<file path="src/rtl/serial_adder_pkg.sv">
// Shared types and helpers for the bit-serial adder controller.
// Used by serial_adder_ctrl (optional ovf output under SERIAL_ADD_OVF_EN).
package serial_adder_pkg;

  typedef enum logic [1:0] {
    IDLE  = 2'd0,
    SHIFT = 2'd1,
    DONE  = 2'd2
  } state_t;

  localparam int DEFAULT_WIDTH = 8;

  // Bit counter width; clamps to 1 so degenerate widths still elaborate.
  function automatic int cnt_width(input int w);
    return (w <= 2) ? 1 : $clog2(w);
  endfunction

endpackage

</file>
<file path="src/rtl/fa_bit.sv">
// Combinational 1-bit full adder cell, time-shared by the serial controller.
module fa_bit (
  input  logic a,
  input  logic b,
  input  logic cin,
  output logic sum,
  output logic cout
);

  assign sum  = a ^ b ^ cin;
  assign cout = (a & b) | (a & cin) | (b & cin);

endmodule

</file>
<file path="src/rtl/serial_adder_ctrl.sv">
// Bit-serial WIDTH-bit adder: one full-adder cell, LSB first, one bit per clock.
// Define SERIAL_ADD_OVF_EN to add the signed-overflow output ovf.
module serial_adder_ctrl
  import serial_adder_pkg::*;
#(
  parameter int WIDTH = DEFAULT_WIDTH
) (
  input  logic             clk,
  input  logic             rst,
  input  logic             start,
  input  logic [WIDTH-1:0] a,
  input  logic [WIDTH-1:0] b,
  input  logic             cin,
  output logic             busy,
  output logic             done,
  output logic [WIDTH-1:0] sum,
  output logic             cout
`ifdef SERIAL_ADD_OVF_EN
  ,
  output logic             ovf
`endif
);

  localparam int CW = cnt_width(WIDTH);
  localparam logic [CW-1:0] LAST = CW'(WIDTH - 1);

  state_t state, state_next;
  logic             load;
  logic             last_bit;
  logic [WIDTH-1:0] a_sh, b_sh;
  logic             carry;
  logic [CW-1:0]    cnt;
  logic             cell_s, cell_c;

  fa_bit u_fa (
    .a    (a_sh[0]),
    .b    (b_sh[0]),
    .cin  (carry),
    .sum  (cell_s),
    .cout (cell_c)
  );

  assign last_bit = (cnt == LAST);

  always_ff @(posedge clk) begin
    if (rst) state <= IDLE;
    else     state <= state_next;
  end

  // Start is only honoured in IDLE or DONE; SHIFT ignores it entirely.
  always_comb begin
    state_next = state;
    load       = 1'b0;
    case (state)
      IDLE: begin
        if (start) begin
          load       = 1'b1;
          state_next = SHIFT;
        end
      end
      SHIFT: begin
        if (last_bit) state_next = DONE;
      end
      DONE: begin
        if (start) begin
          load       = 1'b1;
          state_next = SHIFT;
        end else begin
          state_next = IDLE;
        end
      end
      default: state_next = IDLE;
    endcase
  end

  // Status flags track the state being entered so they stay pure flops.
  always_ff @(posedge clk) begin
    if (rst) begin
      busy <= 1'b0;
      done <= 1'b0;
    end else begin
      busy <= (state_next == SHIFT);
      done <= (state_next == DONE);
    end
  end

  always_ff @(posedge clk) begin
    if (rst) begin
      a_sh  <= '0;
      b_sh  <= '0;
      carry <= 1'b0;
      cnt   <= '0;
      sum   <= '0;
      cout  <= 1'b0;
    end else if (load) begin
      a_sh  <= a;
      b_sh  <= b;
      carry <= cin;
      cnt   <= '0;
      sum   <= '0;
      cout  <= 1'b0;
    end else if (state == SHIFT) begin
      a_sh  <= a_sh >> 1;
      b_sh  <= b_sh >> 1;
      sum   <= {cell_s, sum[WIDTH-1:1]};
      carry <= cell_c;
      // Counter parks on the last value instead of wrapping.
      if (last_bit) cout <= cell_c;
      else          cnt  <= cnt + 1'b1;
    end
  end

`ifdef SERIAL_ADD_OVF_EN
  // On the MSB step, carry holds the carry into the MSB and cell_c the carry out.
  always_ff @(posedge clk) begin
    if (rst || load)                      ovf <= 1'b0;
    else if (state == SHIFT && last_bit)  ovf <= carry ^ cell_c;
  end
`endif

endmodule

</file>
<file path="config.mk">
export PLATFORM = sky130hd
export DESIGN_NAME = serial_adder_ctrl
export DESIGN_NICKNAME = d
export VERILOG_FILES = /design/src/rtl/serial_adder_pkg.sv /design/src/rtl/fa_bit.sv /design/src/rtl/serial_adder_ctrl.sv
export SDC_FILE = /design/constraint.sdc
export NUM_CORES = 1
export LEC_CHECK = 0
export CELL_PAD_IN_SITES_DETAIL_PLACEMENT = 0
export CELL_PAD_IN_SITES_GLOBAL_PLACEMENT = 1
export CORE_MARGIN = 3
export CORE_UTILIZATION = 36
export DETAILED_ROUTE_END_ITERATION = 7
export PLACE_DENSITY_LB_ADDON = 0.1
export SKIP_LAST_GASP = 1
export SLEW_MARGIN = 20
export SYNTH_ARGS = -nofsm -noshare
export SYNTH_HDL_FRONTEND = slang
export SYNTH_SLANG_ARGS = --single-unit
</file>
<file path="constraint.sdc">
create_clock -name clk -period 1.8 [get_ports clk]
set_input_delay 0.18 -clock clk [delete_from_list [all_inputs] [get_ports clk]]
set_output_delay 0.18 -clock clk [all_outputs]
set_load 0.01 [all_outputs]
</file>
==> out/summary.log <==
qor: final_layout.drive_above_1_share 0.0884
qor: drt.dr_vias 1140
qor: hold_path.timing.hold.worst.class flip-flop to flip-flop
qor: placed_design.dp_hpwl 1.96 mm
qor: worst_setup_path.worstSetupEndpointType flip-flop
qor: drt.detail_route.iter0.violations 70
qor: final_layout.filler_cell_count 368
qor: placed_design.io_buffers 30
qor: worst_setup_path.critical-path-top-cell-by-count sky130_fd_sc_hd__ha_1
qor: placed_design.finalWeightedCongestion 0.673
qor: drt.routed_wire_length_per_instance 13.4 um
qor: global_routing.grt_util_all_layers 0.150
qor: placed_design.postPlaceCellArea 1640 um2
qor: hold_path.min-delay-start sum[0]$_SDFFE_PP0P_
qor: worst_setup_path.cp_max_fo 5
qor: global_routing.grt_first_pass_wirelength 5.14 mm
qor: timing.timing_worst_slew_pin_value 0.479 ns
qor: final_layout.layout.cell_area.non_filler 1730 um2
qor: final_layout.area.growth.synth_to_final 29.3%
qor: yosys.portion_of_the_post_synthesis_area_used_by_sequential_elements 0.494
qor: clock_network.clkSinkCount 33
qor: drt.dr.pass1.iters 4
qor: timing.slew_headroom 0.680
qor: timing.period_share 0.806
qor: global_routing.grt_overflow 0
qor: clock_network.clk_pin_slew_worst_paths 0.06 ns
qor: worst_setup_path.worst_path_largest_cell_delay 0.33 ns
qor: timing.clock_skew 0.00344 ns
qor: final_layout.nNetsFinal 204
qor: timing.maxClockFrequency 0.689 GHz
qor: status.run_status completed
qor: timing.setup_violations 0
qor: worst_setup_path.type_of_the_worst_setup_path flip-flop to flip-flop
qor: worst_setup_path.wp_data_arrival 1.60 ns
qor: yosys.post_synth_inst_count 151
qor: worst_setup_path.crit_path_top_delay_cell sky130_fd_sc_hd__dfxtp_1
qor: yosys.unique_cell_type_count_in_the_yosys_netlist 27
qor: drt.drc_errors 0
qor: timing.setup_repair_after_global_routing_missed_its_margin false
qor: run.max_cap_violations 0
qor: yosys.yosys_warnings 0
qor: clock_network.post_cts_resize_count 0
qor: global_routing.grt_pass1_vias 1155
qor: yosys.syn_area 1340 um2
qor: die.core_area 3470 um2
qor: die.ioPinCount 31
qor: power.static-leakage-power 0.612 nW
qor: clock_network.cts-root-buf sky130_fd_sc_hd__clkbuf_8
qor: worst_setup_path.cp_cell_sequence ha_1 -> ha_1 -> nor3b_2 -> xnor2_1 -> nor2_1
qor: timing.setup_total_negative_slack 0 ns
qor: die.die_h 67.0 um
qor: worst_setup_path.setup.worst_path.start cnt[0]$_SDFFE_PP0P_
qor: timing.timing.final.hold_violations 0
qor: final_layout.insertedDiodeCount 0
qor: worst_setup_path.crit_path_start_kind flip-flop
qor: global_routing.antenna_found_initial 0
qor: timing.final-max-slew-violation-count 0
qor: worst_setup_path.cp.required 1.95 ns
qor: clock_network.cts.path.max_buffers 2
qor: drt.wl 3.04 mm
qor: clock_network.clock_tree.htree_level_count 2
qor: die.die-width 67.0 um
qor: clock_network.numCtsBuffers 5
qor: clock_network.cts_hold_buffers 0
qor: clock_network.cts.repair_timing.setup_buffer_count 0
qor: yosys.syn-mean-instance-area 8.86 um2
qor: yosys.postSynthRegisterBits 33
qor: global_routing.grt_max_degree 27
qor: timing.period_minus_slack 1.45 ns
qor: clock_network.tritoncts done
qor: power.power_density 900 nW/um2
qor: worst_setup_path.timing.rr.start cnt[0]$_SDFFE_PP0P_
qor: die.start_util 0.386
qor: die.floorplan.rows 21
qor: yosys.postSynthNetCount 174
qor: clock_network.clock_insertion_delay_worst_skew 0.27 ns
qor: drt.ant_nets 0
qor: die.design.die.area 4480 um2
qor: drt.avgViaCountPerCell 5.02
qor: power.vdd_drop_max 0.627 mV
## cells in the mapped netlist (all sizes together)
cell type	count	area share
a21oi	15	0.056
a22oi	3	0.017
a311oi	6	0.044
buf	10	0.062
clkbuf	2	0.0056
dfxtp	33	0.49
fa	1	0.015
ha	2	0.019
mux2i	1	0.0075
nand2	32	0.092
nand2b	3	0.016
nand3	5	0.019
nand3b	1	0.0056
nor2	12	0.034
nor2b	2	0.015
nor3	13	0.049
nor3b	1	0.0094
o21ai	2	0.0075
o22ai	6	0.028
xnor2	1	0.0065
## power by group
group / total (mW) / internal, mW / switching [mW]
Combinational: 0.209 / 0.103 / 0.106
Sequential: 0.796 / 0.771 / 0.0242
Clock: 0.551 / 0.303 / 0.248
## per-stage QoR
step	setup WS, ns	utilization	instances	hold WS (ns)	power (mW)
detailed placement	0.222	0.474	220	0.445	1.02
CTS	0.324	0.499	227	0.449	1.57
floorplan	0.529	-	151	0.252	0.952
global route	0.197	0.499	227	0.471	1.63
finish	0.349	0.499	227	0.451	1.56
global placement	0.259	0.474	220	0.445	1.02
## per-layer routing
metal / vias up / wire length, um / track usage
met3: 6 / 179 / 0.0455
li1: 577 / - / -
met5: - / 0 / 0
met1: 533 / 1410 / 0.182
met4: 0 / 40 / 0.0608
met2: 24 / 1400 / 0.246
## critical path: cells and delay by family, from the launching register on
kind | cells | cell delay (ns)
xor+xnor | 1 | 0.16
flops | 1 | 0.33
fa+ha+maj | 2 | 0.45
simple gates | 2 | 0.38
## cells in the final DEF, fill, tap and decap left out, types with 2 or more instances in the layout
master and n:
sky130_fd_sc_hd__clkdlybuf4s50_1 30, sky130_fd_sc_hd__buf_4 5, sky130_fd_sc_hd__nand2b_1 2, sky130_fd_sc_hd__nand2_1 31, sky130_fd_sc_hd__o22ai_1 6, sky130_fd_sc_hd__a21oi_1 15, sky130_fd_sc_hd__nor3_1 13, sky130_fd_sc_hd__ha_1 2
sky130_fd_sc_hd__dfxtp_1 33, sky130_fd_sc_hd__o21ai_0 2, sky130_fd_sc_hd__a311oi_1 5, sky130_fd_sc_hd__clkbuf_8 6, sky130_fd_sc_hd__nor2_1 12, sky130_fd_sc_hd__nand3_1 5, sky130_fd_sc_hd__a22oi_1 3
## path summary, 6_finish.rpt
path                                             to  slack (ns)  cells past startpoint
worst max-delay path            cnt[0]$_SDFFE_PP0P_        0.35                      5
worst min-delay path            sum[0]$_SDFFE_PP0P_        0.45                      2
worst max register to register  cnt[0]$_SDFFE_PP0P_        0.35                      5
worst min register to register  sum[0]$_SDFFE_PP0P_        0.45                      2
## layout make-up
type / count / area, um2 / area share
clock buffer: 7 / 86.3 / 0.0499
sequential: 33 / 661 / 0.382
tap: 46 / 57.6 / 0.0333
multi-input combinational: 106 / 587 / 0.339
timing repair buffer: 35 / 338 / 0.195
## registers in the layout, indices dropped and copies added, names as in the netlist
signal,cells
cout,1
busy,1
carry,1
cnt,3
a_sh,8
sum,8
state,2
done,1
b_sh,8
## cell families (layout without fill, tap and decap cells)
logic type	after synthesis	count (layout)	synth area share
fa+ha+maj	3	3	0.0337
simple gates	69	69	0.239
xor+xnor	1	1	0.00655
flops	33	33	0.494
compound gates	32	32	0.152
buf+inv	12	42	0.0673
mux	1	1	0.00748
Note: power is estimated with default switching activity, not from simulation.
